<file path="config.mk">
export PLATFORM = sky130hd
export DESIGN_NAME = grb_shipper
export DESIGN_NICKNAME = d
export VERILOG_FILES = /design/src/rtl/ws_pkg.sv /design/src/rtl/ws_bit_timer.sv /design/src/rtl/grb_shipper.sv
export SDC_FILE = /design/constraint.sdc
export NUM_CORES = 1
export LEC_CHECK = 0
export CORE_ASPECT_RATIO = 2
export CORE_MARGIN = 3
export CORE_UTILIZATION = 36
export DETAILED_ROUTE_END_ITERATION = 8
export RECOVER_POWER = 50
export SLEW_MARGIN = 20
export SYNTH_ARGS = -nofsm -noshare
export SYNTH_HDL_FRONTEND = slang
export SYNTH_HIERARCHICAL = 1
export SYNTH_SLANG_ARGS = --single-unit
</file>
<file path="constraint.sdc">
create_clock -name clk -period 3.65 [get_ports clk]
set_clock_uncertainty 0.15 [all_clocks]
set_input_delay 0.73 -clock clk [delete_from_list [all_inputs] [get_ports clk]]
set_output_delay 0.73 -clock clk [all_outputs]
set_load 0.01 [all_outputs]
</file>
<file path="src/rtl/ws_pkg.sv">
// ----------------------------------------------------------------------------
// ws_pkg: shared WS2812 state encoding, word width and 50 MHz timing defaults.
// Rev 1.0
// ----------------------------------------------------------------------------
`default_nettype none

package ws_pkg;

  localparam int GRB_W = 24;

  localparam int DEF_T0H     = 20;
  localparam int DEF_T1H     = 40;
  localparam int DEF_T_BIT   = 63;
  localparam int DEF_T_RESET = 2750;

  typedef enum logic [1:0] {
    IDLE  = 2'd0,
    FETCH = 2'd1,
    BIT   = 2'd2,
    LATCH = 2'd3
  } state_t;

endpackage

`default_nettype wire

</file>
<file path="src/rtl/ws_bit_timer.sv">
// ----------------------------------------------------------------------------
// ws_bit_timer: one WS2812 bit period, registered high/low level plus bitEnd.
// Rev 1.0
// ----------------------------------------------------------------------------
`default_nettype none

module ws_bit_timer
  import ws_pkg::*;
#(
  parameter int T0H   = DEF_T0H,
  parameter int T1H   = DEF_T1H,
  parameter int T_BIT = DEF_T_BIT,
  parameter int CNT_W = $clog2(T_BIT)
) (
  input  logic clk,
  input  logic reset,
  input  logic start,
  input  logic bitVal,
  output logic dout,
  output logic bitEnd
);

  localparam logic [CNT_W-1:0] C_T0H  = CNT_W'(T0H);
  localparam logic [CNT_W-1:0] C_T1H  = CNT_W'(T1H);
  localparam logic [CNT_W-1:0] C_LAST = CNT_W'(T_BIT - 1);
  localparam logic [CNT_W-1:0] C_ONE  = CNT_W'(1);

  logic [CNT_W-1:0] cnt_q, cnt_d;
  logic             active_q, active_d;
  logic             dout_q, dout_d;

  assign bitEnd = active_q && (cnt_q == C_LAST);
  assign dout   = dout_q;

  always_comb begin
    cnt_d    = cnt_q;
    active_d = active_q;
    // dout lags the counter by one cycle so the line is glitch-free from a flop
    dout_d   = active_q && (cnt_q < (bitVal ? C_T1H : C_T0H));
    if (start) begin
      cnt_d    = '0;
      active_d = 1'b1;
    end else if (bitEnd) begin
      cnt_d    = '0;
      active_d = 1'b0;
    end else if (active_q) begin
      cnt_d = cnt_q + C_ONE;
    end
  end

  always_ff @(posedge clk or posedge reset) begin
    if (reset) begin
      cnt_q    <= '0;
      active_q <= 1'b0;
      dout_q   <= 1'b0;
    end else begin
      cnt_q    <= cnt_d;
      active_q <= active_d;
      dout_q   <= dout_d;
    end
  end

endmodule

`default_nettype wire

</file>
<file path="src/rtl/grb_shipper.sv">
// ----------------------------------------------------------------------------
// grb_shipper: WS2812 frame serializer with one-word prefetch and latch delay.
// Rev 1.0
// ----------------------------------------------------------------------------
`default_nettype none

module grb_shipper
  import ws_pkg::*;
#(
  parameter int NUM_LEDS = 8,
  parameter int T0H      = DEF_T0H,
  parameter int T1H      = DEF_T1H,
  parameter int T_BIT    = DEF_T_BIT,
  parameter int T_RESET  = DEF_T_RESET,
  localparam int ADDR_W  = (NUM_LEDS > 1) ? $clog2(NUM_LEDS) : 1
) (
  input  logic              clk,
  input  logic              reset,
  input  logic              shipGRB,
  output logic [ADDR_W-1:0] ledAddr,
  input  logic [GRB_W-1:0]  grbData,
  output logic              dout,
  output logic              Done,
  output logic              allDone
);

  localparam int CNT_W = $clog2((T_BIT > T_RESET) ? T_BIT : T_RESET);

  localparam logic [ADDR_W-1:0] C_LED_LAST = ADDR_W'(NUM_LEDS - 1);
  localparam logic [ADDR_W-1:0] C_LED_ONE  = ADDR_W'(1);
  localparam logic [CNT_W-1:0]  C_RST_LAST = CNT_W'(T_RESET - 1);
  localparam logic [CNT_W-1:0]  C_CNT_ONE  = CNT_W'(1);
  localparam logic [4:0]        C_BIT_TOP  = 5'd23;

  state_t              state_q, state_d;
  logic [GRB_W-1:0]    shift_q, shift_d;
  logic [GRB_W-1:0]    next_q, next_d;
  logic [4:0]          bit_cnt_q, bit_cnt_d;
  logic [ADDR_W-1:0]   led_cnt_q, led_cnt_d;
  logic [ADDR_W-1:0]   led_addr_q, led_addr_d;
  logic [CNT_W-1:0]    latch_cnt_q, latch_cnt_d;
  logic                load_q, load_d;
  logic                done_q, done_d;
  logic                all_done_q, all_done_d;
  logic                start_bit;
  logic                bit_end;

  assign ledAddr = led_addr_q;
  assign Done    = done_q;
  assign allDone = all_done_q;

  ws_bit_timer #(
    .T0H   (T0H),
    .T1H   (T1H),
    .T_BIT (T_BIT),
    .CNT_W (CNT_W)
  ) u_timer (
    .clk    (clk),
    .reset  (reset),
    .start  (start_bit),
    .bitVal (shift_q[GRB_W-1]),
    .dout   (dout),
    .bitEnd (bit_end)
  );

  always_comb begin
    state_d     = state_q;
    shift_d     = shift_q;
    next_d      = next_q;
    bit_cnt_d   = bit_cnt_q;
    led_cnt_d   = led_cnt_q;
    led_addr_d  = led_addr_q;
    latch_cnt_d = latch_cnt_q;
    load_d      = 1'b0;
    done_d      = 1'b0;
    all_done_d  = 1'b0;
    start_bit   = 1'b0;

    // Address advances one cycle after a load, in step with the delayed dout
    if (load_q && (led_cnt_q != C_LED_LAST)) begin
      led_addr_d = led_cnt_q + C_LED_ONE;
    end

    case (state_q)
      IDLE: begin
        led_addr_d = '0;
        if (shipGRB) begin
          state_d = FETCH;
        end
      end
      FETCH: begin
        shift_d   = grbData;
        bit_cnt_d = C_BIT_TOP;
        led_cnt_d = '0;
        load_d    = 1'b1;
        start_bit = 1'b1;
        state_d   = BIT;
      end
      BIT: begin
        if (bit_end) begin
          if ((bit_cnt_q == C_BIT_TOP) && (led_cnt_q != C_LED_LAST)) begin
            next_d = grbData;
          end
          if (bit_cnt_q != 5'd0) begin
            shift_d   = {shift_q[GRB_W-2:0], 1'b0};
            bit_cnt_d = bit_cnt_q - 5'd1;
            start_bit = 1'b1;
          end else if (led_cnt_q != C_LED_LAST) begin
            shift_d   = next_q;
            bit_cnt_d = C_BIT_TOP;
            led_cnt_d = led_cnt_q + C_LED_ONE;
            load_d    = 1'b1;
            start_bit = 1'b1;
          end else begin
            latch_cnt_d = '0;
            state_d     = LATCH;
          end
        end
      end
      LATCH: begin
        done_d = (latch_cnt_q == '0);
        if (latch_cnt_q == C_RST_LAST) begin
          all_done_d  = 1'b1;
          latch_cnt_d = '0;
          led_addr_d  = '0;
          state_d     = IDLE;
        end else begin
          latch_cnt_d = latch_cnt_q + C_CNT_ONE;
        end
      end
      default: begin
        state_d = IDLE;
      end
    endcase
  end

  always_ff @(posedge clk or posedge reset) begin
    if (reset) begin
      state_q     <= IDLE;
      shift_q     <= '0;
      next_q      <= '0;
      bit_cnt_q   <= '0;
      led_cnt_q   <= '0;
      led_addr_q  <= '0;
      latch_cnt_q <= '0;
      load_q      <= 1'b0;
      done_q      <= 1'b0;
      all_done_q  <= 1'b0;
    end else begin
      state_q     <= state_d;
      shift_q     <= shift_d;
      next_q      <= next_d;
      bit_cnt_q   <= bit_cnt_d;
      led_cnt_q   <= led_cnt_d;
      led_addr_q  <= led_addr_d;
      latch_cnt_q <= latch_cnt_d;
      load_q      <= load_d;
      done_q      <= done_d;
      all_done_q  <= all_done_d;
    end
  end

endmodule

`default_nettype wire

</file>
# After elaboration in Yosys (flattened, before gate mapping)
# Index checks and enable logic that the tools add are counted.
# word_totals
inputBits,27
out_inout_bits,6
register_bits,90
# op_classes
add_sub_neg,4
muxes,42
n_reduce_logical,16
eq_ne,14
n_lt_le_gt_ge,1
# ops
op,count
12-bit 2-to-1 mux,7
24-bit 2-to-1 mux,3
24-bit case mux with 2 select lines,1
12-bit by 1-bit adder with 12-bit output (second input constant),2
12-bit case mux with 2 select lines,1
3-bit 2-to-1 mux,5
5-bit 2-to-1 mux,3
12-bit equality test (second input constant),1
12-bit by 6-bit equality test with 1-bit output (second input constant),1
12-bit zero test,1
12-bit less-than comparator,1
2-bit != test (second input constant),6
3-bit case mux with 2 select lines,2
1-bit 2-to-1 mux,10
2-bit 2-to-1 mux,5
5-bit case mux with 2 select lines,1
2-bit case mux with 4 select lines,1
4-bit AND reduction,2
6-bit 2-to-1 mux,1
3-bit != test (second input constant),2
3-bit AND reduction,2
2-bit nonzero test,3
5-bit equality test (second input constant),1
5-bit AND reduction,1
other kinds (9),14

# Depth between registers and ports, before layout
# logic_depth
ltp_word,6
depth_mapped,12

# Hierarchy
# Netlist, hierarchy kept.
# modules_own_cells
mod,cells_per_inst,area_per_inst_um2,n_inst
grb_shipper,376,3896.2,1
ws_bit_timer,94,860.8,1

# Worst setup path after synthesis
# No wires, ideal clock.
# synth_path
path_kind,flip-flop to flip-flop
startpoint,register u_timer.cnt_q[0]
endpoint,register next_q[10]
setup_time_ns,0.125
stages_incl_launch_ff,9
arrival_time_ns,2.449
setup_slack_ns,0.926
t_required_ns,3.375
path_cell_list,dfrtp_1 -> inv_1 -> ha_1 -> nor3b_1 -> and4_2 -> nand2_1 -> nor3_1 -> buf_2 -> mux2_2
# synth_via
elab_chain_len,3
# synth_lines
item,line_no,text
start: declaration,ws_bit_timer.sv:28,"logic [CNT_W-1:0] cnt_q, cnt_d;"
start signal: assignment,ws_bit_timer.sv:57,cnt_q <= cnt_d;
12-bit by 6-bit equality test with 1-bit output,ws_bit_timer.sv:32,assign bitEnd = active_q && (cnt_q == C_LAST);
1-bit logical AND,ws_bit_timer.sv:32,
named net bit_end,grb_shipper.sv:46,logic bit_end;
3-bit AND reduction (no line),-,
end signal: assignment,grb_shipper.sv:152,next_q <= next_d;
end: declaration,grb_shipper.sv:37,"logic [GRB_W-1:0] next_q, next_d;"
# The timed path passes the listed nets, and every way through them passes these cells.
# A chain may end at the register's enable or synchronous reset.

# Worst setup path after layout
# layout_path
startpoint,register u_timer.cnt_q[0]
endpoint,register u_timer.cnt_q[4]
# layout_via
elab_chain_len,5
# layout_lines
item,line_no,text
12-bit by 6-bit equality test with 1-bit output *,ws_bit_timer.sv:32,
1-bit logical AND *,ws_bit_timer.sv:32,
named net bit_end,grb_shipper.sv:46,
1-bit 2-to-1 mux *,grb_shipper.sv:100,if (bit_end) begin
1-bit case mux with 2 select lines *,grb_shipper.sv:84,case (state_q)
named net start_bit,grb_shipper.sv:45,logic start_bit;
3-bit nonzero test (no line) or 12-bit 2-to-1 mux (tied branches),-,
# Mark *: on every way through the listed nets, which the timed path passes. The rest lies on a longest branch. The select of a mux whose other input is x is not followed.

==> reports/metrics.yaml <==
flow_run:
  max-cap-violations: 0
timing:
  period_needed_ns: 3.25
  slew_headroom: 0.104
  clock.fmax_mhz: 307
  grt_setup_unrepaired: "no"
  finalHoldViolations: 0
  worst_pin_slew_ns: 1.34
  tns_ns: 0
  setup_viol: 0
  post-route-period-util: 0.891
  maxSlewViolCount: 0
clocking:
  cts_tree: "done"
  cts_setup_buffers: 0
  insertion_delay_ns: 0.33
  cts.htree.levels: 3
  cts_resized: 0
  numCtsBuffers: 9
  cts.sinks: 90
  postCtsHoldBufs: 0
  cts_buffer_depth: 2
  cts-root-buf: "clkbuf_16"
  clk_pin_slew_worst_paths_ns: 0.06
floorplanning:
  die_width_um: 87.3
  core_um2: 12800
  die_h_um: 169
  row_count: 58
  io_pins: 33
  die_area_um2: 14700
  initial_utilization: 0.372
routing:
  drtIter0Drc: 162
  antenna_left: 0
  routed_wl_mm: 10.3
  wl_per_cell_um: 15.8
  via_per_inst: 5.49
  vias: 3577
  drt_pass1_iterations: 4
  drc: 0
hold_path:
  hold_depth: 1
  min_from: "shift_q[21]"
  hold_end: "shift_q[21]"
  hp-class: "flip-flop to flip-flop"
layout:
  nNetsFinal: 542
  antenna_cells: 0
  drive_gt1_frac: 0.167
  syn_to_final_growth_pct: 14.9
logic_synthesis:
  yosys-top-cells-count: "dfrtp_1, nand2_1, mux2_2"
  synth.area.top_cells: "dfrtp_1, mux2_2, nand2_1, ha_1, a31oi_1"
  yosysTopAreaCell: "dfrtp_1"
  ys_types: 60
  yosys_most_used_dff: "dfrtp_1"
  ys_seq_area_frac: 0.473
  ys_warn_count: 6
  syn-mean-instance-area_um2: 10.1
  async_reset_ff_frac: 1.00
  synthCells: 470
  ys_ff_latch: 90
  synth_edf_count: 0
  netlist.area_leader.share: 0.473
  synth_area_um2: 4760
  syn_nets: 514
  synth_most_common_cell: "dfrtp_1"
setup_path:
  startpoint_type: "flip-flop"
  r2r_start: "u_timer/cnt_q[0]"
  reg2reg_to: "u_timer/cnt_q[4]"
  cp.arrival_ns: 3.32
  ff2ff_path_depth: 11
  crit_fanout: 11
  cp-end-kind: "flip-flop"
  crit_type: "flip-flop to flip-flop"
  rrSetupSlack_ns: 0.40
  critPathRequiredTime_ns: 3.72
pwr:
  p_leak_uw: 0.00247
  power_density_nw_per_um2: 355
  ir_drop_uv: 279
  fin_total_pwr_uw: 1940
global_routing:
  grtUsageTotal: 0.149
  grt-ovfl-total: 0
  grt_max_degree: 56
  grt_pass1_vias: 3729
  grt_pass1_wl_mm: 17.8
  antenna_found_initial: 0
placed_design:
  gp_congestion: 0.874
  portBuffers: 32
  dpl.hpwl_mm: 7.09
status:
  status: "finished clean"
## report_power, final
part	internal [uW]	total [uW]	leakage [uW]	switching (uW)
combinational	45.3	84.6	0.00119	39.3
clock	457	835	0.000132	378
sequential	1010	1020	0.00115	7.22
total	1510	1940	0.00247	425
## critical path: stages, from the launching register on
cell	delay, ns
dfrtp_1	0.42
inv_1	0.08
ha_1	0.15
nor3b_1	0.38
and4_2	0.40
nand2_1	0.17
a21oi_2	0.28
o21a_1	0.39
or2b_1	0.22
a31o_2	0.20
o22ai_1	0.10
a22o_1	0.19
## cells in the final DEF (no fill, tap or decap), types with 3 or more instances in the layout
cell type	n
a22o_1	7
clkinv_2	3
dfrtp_1	90
nor3_1	10
nor2_1	39
and2_1	3
o22ai_1	5
ha_1	16
a31oi_1	25
nand3_1	11
and4_1	3
inv_1	15
clkdlybuf4s50_1	31
buf_4	5
xor2_1	3
o21ai_0	13
nand4_1	7
or3_1	4
nand2_1	74
nor4_1	5
mux2_2	50
nand2b_1	4
clkbuf_16	9
nor2b_1	6
mux2i_1	5
a21oi_1	8
and3_1	5
## kinds of logic (layout without fill, tap and decap cells)
| kind of cell | after synthesis | after routing | synth area share |
|---|---|---|---|
| simple gates | 189 | 189 | 0.198 |
| flops | 90 | 90 | 0.473 |
| compound gates | 80 | 80 | 0.114 |
| mux | 55 | 55 | 0.129 |
| buf+inv | 36 | 68 | 0.0355 |
| fa+ha+maj | 17 | 17 | 0.0447 |
| xor+xnor | 3 | 3 | 0.00552 |
## worst max-delay path by stage
stage / start / to / slack [ns] / cells after the start
after floorplan: reset / Done / 0.83 / 1
after global placement: u_timer/cnt_q[0] / u_timer/cnt_q[4] / 0.51 / 11
after detailed placement: u_timer/cnt_q[0] / u_timer/cnt_q[4] / 0.41 / 11
after CTS: u_timer/cnt_q[0] / u_timer/cnt_q[4] / 0.41 / 11
after global routing: u_timer/cnt_q[0] / u_timer/cnt_q[4] / 0.05 / 11
final: u_timer/cnt_q[0] / u_timer/cnt_q[4] / 0.40 / 11
## metrics by stage
stage	std cells	worst slack, ns	util	instance area (um2)	hold slack, ns
floorplan	470	0.832	-	4760	0.329
global placement	637	0.509	0.409	5220	0.337
detailed placement	637	0.411	0.409	5220	0.345
CTS	652	0.408	0.429	5480	0.360
global route	652	0.0487	0.428	5460	0.371
finish	652	0.396	0.428	5460	0.356
## sequential cells by signal, indices dropped and copies added, names as in the netlist
name	flops
Done	1
allDone	1
bit_cnt_q	5
latch_cnt_q	12
ledAddr	3
led_cnt_q	3
load_q	1
next_q	24
shift_q	24
state_q	2
u_timer/active_q	1
u_timer/cnt_q	12
u_timer/dout	1
## per-layer routing
layer	share of wire	GRT usage
met3	0.022	0.0263
met2	0.55	0.271
met4	0.015	0.0468
met1	0.42	0.173
met5	0	0
## cell type report
class                           instances  area [um2]
Sequential cell                        90        2250
Clock buffer                           10         229
Inverter                               15        56.3
Tap cell                              150         188
Timing Repair Buffer                   38         363
Clock inverter                          5        32.5
Multi-Input combinational cell        344        2340
Fill cell                            1233        7310
Power figures use the tool's default switching activity.
